[src/rtl/debouncer_pkg.sv]
// -----------------------------------------------------------------------------
// debouncer_pkg
//   Shared constants and helpers for the debouncer and its synchroniser.
//   - MIN_SYNC_STAGES   : shortest synchroniser chain.
//   - MIN_STABLE_CYCLES : shortest qualification window.
//   - cnt_width()       : qualification counter width, never below 1 bit.
// -----------------------------------------------------------------------------
package debouncer_pkg;

    localparam int MIN_SYNC_STAGES   = 2;
    localparam int MIN_STABLE_CYCLES = 1;

    // Holds 0 .. stable_cycles. A 1-cycle window still needs a real 1-bit
    // register, so the result is clamped at one bit.
    function automatic int cnt_width(input int stable_cycles);
        int w;
        w = $clog2(stable_cycles + 1);
        return (w < 1) ? 1 : w;
    endfunction

endpackage

[src/rtl/debouncer_sync.sv]
// -----------------------------------------------------------------------------
// debouncer_sync
//   Multi-flop synchroniser bringing an asynchronous level into i_clk's domain.
//   Parameters:
//     p_STAGES : chain length (clamped to at least MIN_SYNC_STAGES)
//     p_INIT   : value every flop loads on reset
//   Ports:
//     i_clk   : rising-edge clock
//     i_rst   : synchronous active-high reset
//     i_async : raw asynchronous input
//     o_sync  : output of the last stage
// -----------------------------------------------------------------------------
module debouncer_sync
    import debouncer_pkg::*;
#(
    parameter int   p_STAGES = 2,
    parameter logic p_INIT   = 1'b0
) (
    input  logic i_clk,
    input  logic i_rst,
    input  logic i_async,
    output logic o_sync
);

    localparam int STAGES = (p_STAGES < MIN_SYNC_STAGES) ? MIN_SYNC_STAGES : p_STAGES;

    // chain[0] is the metastable capture flop; chain[STAGES-1] is the clean output.
    logic [STAGES-1:0] chain;

    // NOTE: the reset is synchronous, so i_rst is tested inside the clocked
    // block and never appears in the sensitivity list.
    always_ff @(posedge i_clk) begin
        if (i_rst) begin
            chain <= {STAGES{p_INIT}};
        end else begin
            // NOTE: non-blocking assignment, so each stage takes its
            // neighbour's pre-edge value and the chain shifts by exactly one.
            chain <= {chain[STAGES-2:0], i_async};
        end
    end

    assign o_sync = chain[STAGES-1];

endmodule

[src/rtl/debouncer.sv]
// -----------------------------------------------------------------------------
// debouncer
//   Synchronises and debounces a raw level (button, switch) into a clean,
//   clock-aligned level. A change on the synchronised input reaches o_level
//   only after it has differed from o_level for p_STABLE_CYCLES consecutive
//   cycles; shorter excursions are discarded.
//   Parameters:
//     p_STABLE_CYCLES : qualification window in cycles (>= 1)
//     p_SYNC_STAGES   : synchroniser length (>= 2)
//     p_INIT          : reset value of the synchroniser and of o_level
//   Ports:
//     i_clk    : rising-edge clock
//     i_rst    : synchronous active-high reset
//     i_signal : raw asynchronous level
//     o_level  : debounced level (registered)
//     o_busy   : high while a candidate change is being qualified
// -----------------------------------------------------------------------------
module debouncer
    import debouncer_pkg::*;
#(
    parameter int   p_STABLE_CYCLES = 16,
    parameter int   p_SYNC_STAGES   = 2,
    parameter logic p_INIT          = 1'b0
) (
    input  logic i_clk,
    input  logic i_rst,
    input  logic i_signal,
    output logic o_level,
    output logic o_busy
);

    localparam int STABLE = (p_STABLE_CYCLES < MIN_STABLE_CYCLES) ? MIN_STABLE_CYCLES
                                                                   : p_STABLE_CYCLES;
    localparam int               CNT_W    = cnt_width(STABLE);
    localparam logic [CNT_W-1:0] TERMINAL = CNT_W'(STABLE - 1);

    logic             sync_level;
    logic [CNT_W-1:0] cnt;

    debouncer_sync #(
        .p_STAGES (p_SYNC_STAGES),
        .p_INIT   (p_INIT)
    ) u_sync (
        .i_clk   (i_clk),
        .i_rst   (i_rst),
        .i_async (i_signal),
        .o_sync  (sync_level)
    );

    // cnt == 0 is IDLE, anything else is COUNTING; no separate state register.
    // The terminal compare commits the change and clears cnt on the same edge,
    // so the counter can never wrap.
    always_ff @(posedge i_clk) begin
        if (i_rst) begin
            o_level <= p_INIT;
            cnt     <= '0;
        end else if (sync_level == o_level) begin
            // Input agrees with the output (or bounced back): restart qualification.
            cnt <= '0;
        end else if (cnt == TERMINAL) begin
            o_level <= sync_level;
            cnt     <= '0;
        end else begin
            cnt <= cnt + CNT_W'(1);
        end
    end

    // Decoded straight from the counter register; with a 1-cycle window cnt
    // never leaves zero, so o_busy stays low.
    assign o_busy = (cnt != '0);

endmodule

[config.mk]
export PLATFORM = sky130hd
export DESIGN_NAME = debouncer
export DESIGN_NICKNAME = d
export VERILOG_FILES = /design/src/rtl/debouncer_pkg.sv /design/src/rtl/debouncer_sync.sv /design/src/rtl/debouncer.sv
export SDC_FILE = /design/constraint.sdc
export NUM_CORES = 1
export LEC_CHECK = 0
export BUFFER_PORTS_ARGS = -buffer_cell sky130_fd_sc_hd__buf_2
export CORE_AREA = 5 5 42 44
export DETAILED_ROUTE_END_ITERATION = 6
export DIE_AREA = 0 0 47 49
export HOLD_SLACK_MARGIN = 0.03
export PLACE_DENSITY = 0.46
export SETUP_SLACK_MARGIN = 0.2
export SLEW_MARGIN = 20
export SYNTH_ARGS = -nofsm -noshare
export SYNTH_HDL_FRONTEND = slang
export SYNTH_SLANG_ARGS = --single-unit
[constraint.sdc]
create_clock -name i_clk -period 1.7 [get_ports i_clk]
set_clock_uncertainty 0.2 [all_clocks]
set_input_delay 0 -clock i_clk [delete_from_list [all_inputs] [get_ports i_clk]]
set_output_delay 0 -clock i_clk [all_outputs]
set_load 0.03 [all_outputs]
Word level (Yosys, flattened, before mapping)
Cells that the tools add are included.
{"block": "classes", "addsub": 1, "n_eq_ne": 2, "bitwise_logic": 1, "n_reduce_logical": 3}
{"cell": "$add A5 B1 Y5 const B", "count": 1}
{"cell": "$eq A5 B4 Y1 const B", "count": 1}
{"cell": "$reduce_bool A5 Y1", "count": 1}
{"cell": "$reduce_or A3 Y1", "count": 1}
{"cell": "$reduce_and A2 Y1", "count": 1}
{"cell": "$eq A1 B1 Y1", "count": 1}
{"cell": "$not A1 Y1", "count": 1}
{"block": "word_totals", "regBits": 8, "out_inout_bits": 2}

Logic depth before layout (Yosys ltp)
{"block": "logic_depth", "word_depth": 3, "depth_mapped": 5, "ltp_nobuf": 5}

Cells and area by module
A second synthesis with hierarchy kept.
{"block": "unflattened", "cells_unflattened": 31, "area_unflattened_um2": 316.6}
{"module": "debouncer", "n_inst": 1, "cells_per_inst": 27, "area_per_inst_um2": 264.0, "seq_area_each_um2": 120.1}
{"module": "debouncer_sync", "n_inst": 1, "cells_per_inst": 4, "area_per_inst_um2": 52.6, "seq_area_each_um2": 40.0}

Least setup slack after synthesis
No wires, ideal clock.
{"block": "synth_path", "path_kind": "flip-flop to flip-flop", "start": "register cnt[0]", "end": "register cnt[2]", "setup_ns": 0.064, "t_arrival_ns": 1.385, "t_required_ns": 1.436, "path_slack_ns": 0.051, "stages_incl_launch_ff": 6, "cell_sequence": "dfxtp_1 ha_1 and3_1 ha_1 or3_4 nor2_1"}
{"block": "synth_via", "elab_chain_cells": 2, "word_cells_on_any_way": 3, "cone_classes": "add/sub: 1; eq/ne: 1; reduce/logical: 1"}
{"item": "from (decl)", "line_no": "debouncer.sv:38", "rtl": "logic [CNT_W-1:0] cnt;"}
{"item": "from (signal assigned)", "line_no": "debouncer.sv:64", "rtl": "cnt <= cnt + CNT_W'(1);"}
{"item": "branches (longest 2 deep; another with $add A5 B1 Y5)"}
Several ways; the timed one is not identified.
A chain may end at the register's enable or synchronous reset.

Worst setup path in the final report
{"block": "layout_path", "start": "register cnt[0]", "end": "register cnt[1]"}
Same word-level chain as after synthesis.

==> summary.md <==
* Post-layout nets: 51
* XOR/XNOR share of the synthesized area: 8.30%
* beginning of the worst hold path: u_sync.chain[0]$_SDFF_PP0_
* Worst Setup Slack, final: 0.121 ns
* via count of the first global-routing pass: 244
* starting density of the core: 22.6%
* critical path endpoint category: flop
* number of standard cells after synthesis: 31
* Hold Crit Class: flop to flop
* yosys synthesis warning count: 0
* proportion of synthesized chip area in sequential cells: 50.6%
* share of the synthesized area in compound gates (AO/OA/AOI/OAI): 0%
* number of iterations in the first detailed-routing pass: 1
* Arrival @ worst endpoint: 1.56 ns
* Post-Synthesis Mean Instance Area: 10.2 µm²
* tightest hold margin: 0.253 ns
* CTS Root Cell: clkbuf_4
* GRT Util Overall: 7.41%
* placed cell count: 51
* buffers plus inverters on the worst setup path: 0
* critical path peak fanout: 5
* cell type of the slowest stage on the worst timing path: or3_4
* Yosys reg bits: 8
* Clock Latency Late Sink: 0.25 ns
* first-pass GRT wire length: 1.11 mm
* setup repair after global routing missed its margin: yes
* clock edge transition at the registers on the reported setup and hold paths: 0.05 ns
* endpoint of the worst hold path: u_sync.chain[1]$_SDFF_PP0_
* clock tree from TritonCTS: yes
* die outline height: 49 µm
* TNS Setup: 0 ns
* largest net degree at the start of global routing: 6
* Max H-tree Level: 1
* area share of fa/ha/maj cells after synthesis: 11.9%
* Wirelength per Cell: 10.1 µm
* P_leak: 0.000184 µW
* number of clock buffers inserted by TritonCTS: 3
* antenna violations before repair: 0
* synthesized cell area: 317 µm²
* maximum resistive drop on vdd: 0.437 mV
* Reg-to-Reg Start: cnt[0]$_SDFF_PP0_
* gpl congestion: 0.596
* shortest period the worst path allows: 1.58 ns
* HPWL after detailed placement: 388 µm
* Worst slew margin: 87.8%
* most frequent cell on the critical path: ha_4
* area grow syn2layout: 58.5%
* number of nets with antenna violations after routing: 0
* standard-cell row count: 14
* reg-to-reg slack, setup: 0.12 ns
* simple-gate share of the synthesized area: 21.3%
* number of I/O pins: 5
* residual DRC count: 0
* logic depth of the worst register-to-register path: 5
* Net Count, Synth: 37
* cell depth of the worst min-delay path: 1
* Tightest Pin Transition: 0.181 ns
* antenna fix cells: 0
* terminus of the critical flop-to-flop path: cnt[1]$_SDFF_PP0_
* startpoint type of the worst setup path: flop
* final slew viol count: 0
* global route overflow: 0
* vias after detailed routing: 246
* worst path required time: 1.68 ns
* largest delay contributor family on the critical path: simple AND/OR/NAND/NOR gates
* run status: completed
* sinks on the clock net: 8
* core region area: 1400 µm²
* crit-path cells: ha_4 > and3_4 > ha_4 > or3_4 > nor2_4
* filler-free cell count of the finished design: 59
* final setup violating endpoints: 0
* Post-Route Utilization: 35.8%
* delay contributed by the slowest stage of the critical path: 0.38 ns
* share of cell area taken by muxes after synthesis: 3.16%
* Max clock buf depth: 2
* floorplan die width: 47 µm
* post-DR vias/cell: 4.17
* main combinational cell family by area after synthesis: simple AND/OR/NAND/NOR gates
* post-synth cell types: 12
* max-cap check violation count: 0
* power density normalized to cell area: 702 nW/µm²
* Die ar.: 2300 µm²
* IO Port Bufs: 4
* number of DRC markers in iteration 0: 0
* period utilization: 92.9%
* share of final-layout standard cells stronger than drive strength 1: 53.5%
* Hold Violations, Final: 0
* Setup CP Type: flop to flop
* total wire length: 595 µm
* highest clock frequency the design can meet: 633 MHz
* worst slack at placement: 0.105 ns
[where the power goes]
group	switching (µW)	internal, µW	total [µW]
logic	8.51	11.9	20.4
clock network	60.7	80.5	141
registers	2.17	188	190
[metrics by stage]
stage               power, µW  area [µm²]
floorplan                 203         349
global placement          208         389
detailed placement        208         389
CTS                       359         467
global route              374         502
finish                    352         502
[what timing repair did]
action	CTS	global route
endpoints found under the hold margin	8	0
resized for setup	4	11
pin swaps	2	2
cloned	0	0
hold buffers	2	0
buffers inserted	3	0
endpoints found under the setup margin	6	7
[logic make-up (layout without fill, tap and decap cells)]
group | count (synthesis) | in the layout
buffers and inverters | 4 | 16
muxes | 1 | 1
adders and majority gates | 3 | 3
xor gates and xnor gates | 3 | 3
and+or+nand+nor | 12 | 12
DFF | 8 | 8
[worst max-delay path by stage]
| stage | start | end | cells past startpoint |
|---|---|---|---|
| 4_1_cts | cnt[1]$_SDFF_PP0_ | cnt[1]$_SDFF_PP0_ | 5 |
| 3_3_place_gp | cnt[0]$_SDFF_PP0_ | cnt[0]$_SDFF_PP0_ | 5 |
| 5_1_grt | cnt[0]$_SDFF_PP0_ | cnt[1]$_SDFF_PP0_ | 5 |
| 3_5_place_dp | cnt[0]$_SDFF_PP0_ | cnt[0]$_SDFF_PP0_ | 5 |
| 2_1_floorplan | cnt[0]$_SDFF_PP0_ | cnt[0]$_SDFF_PP0_ | 5 |
| 6_report | cnt[0]$_SDFF_PP0_ | cnt[1]$_SDFF_PP0_ | 5 |
[worst reg2reg max path, delay by kind of cell, from the launching register on]
kind	cells	cell delay [ns]
and+or+nand+nor	3	0.65
adders and majority gates	2	0.30
DFF	1	0.36
[registers in the layout, summed over array words and instances (netlist names)]
name,count
cnt,5
u_sync.chain,2
o_level,1
[layer usage]
layer	GRT usage (%)	up-vias	wire length, µm
met2	9.95	6	319
met4	4.15	0	12
li1	-	124	-
met3	6.64	2	43
met1	7.52	114	220
met5	0	-	0
[Yosys cell counts (all sizes together)]
| cell | number | share of area (%) |
|---|---|---|
| and3 | 1 | 2.0 |
| dfxtp | 8 | 51 |
| ha | 3 | 12 |
| inv | 4 | 4.7 |
| mux2i | 1 | 3.2 |
| nand3 | 1 | 1.6 |
| nor2 | 6 | 7.1 |
| nor2b | 2 | 4.0 |
| or3 | 1 | 3.6 |
| or4b | 1 | 3.2 |
| xnor2 | 2 | 5.5 |
| xor2 | 1 | 2.8 |
[area by class of cell]
| type | count | area [µm²] |
|---|---|---|
| clock buffers | 3 | 22.5 |
| fillers | 146 | 900 |
| inverters | 4 | 17.5 |
| multi-input cells | 19 | 205 |
| flip-flops and latches | 8 | 168 |
| well taps | 16 | 20.0 |
| repair buffers | 9 | 68.8 |
[layout by cell type, fill, tap and decap left out, drive strengths merged]
cell         netlist  layout
dlygate4sd3        0       2
clkbuf             0       3
buf                0       7
mux2i              1       1
ha                 3       3
and3               1       1
xor2               1       1
dfxtp              8       8
nand3              1       1
xnor2              2       2
or4b               1       1
or3                1       1
inv                4       4
nor2               6       6
nor2b              2       2
(Power assumes the default switching activity.)
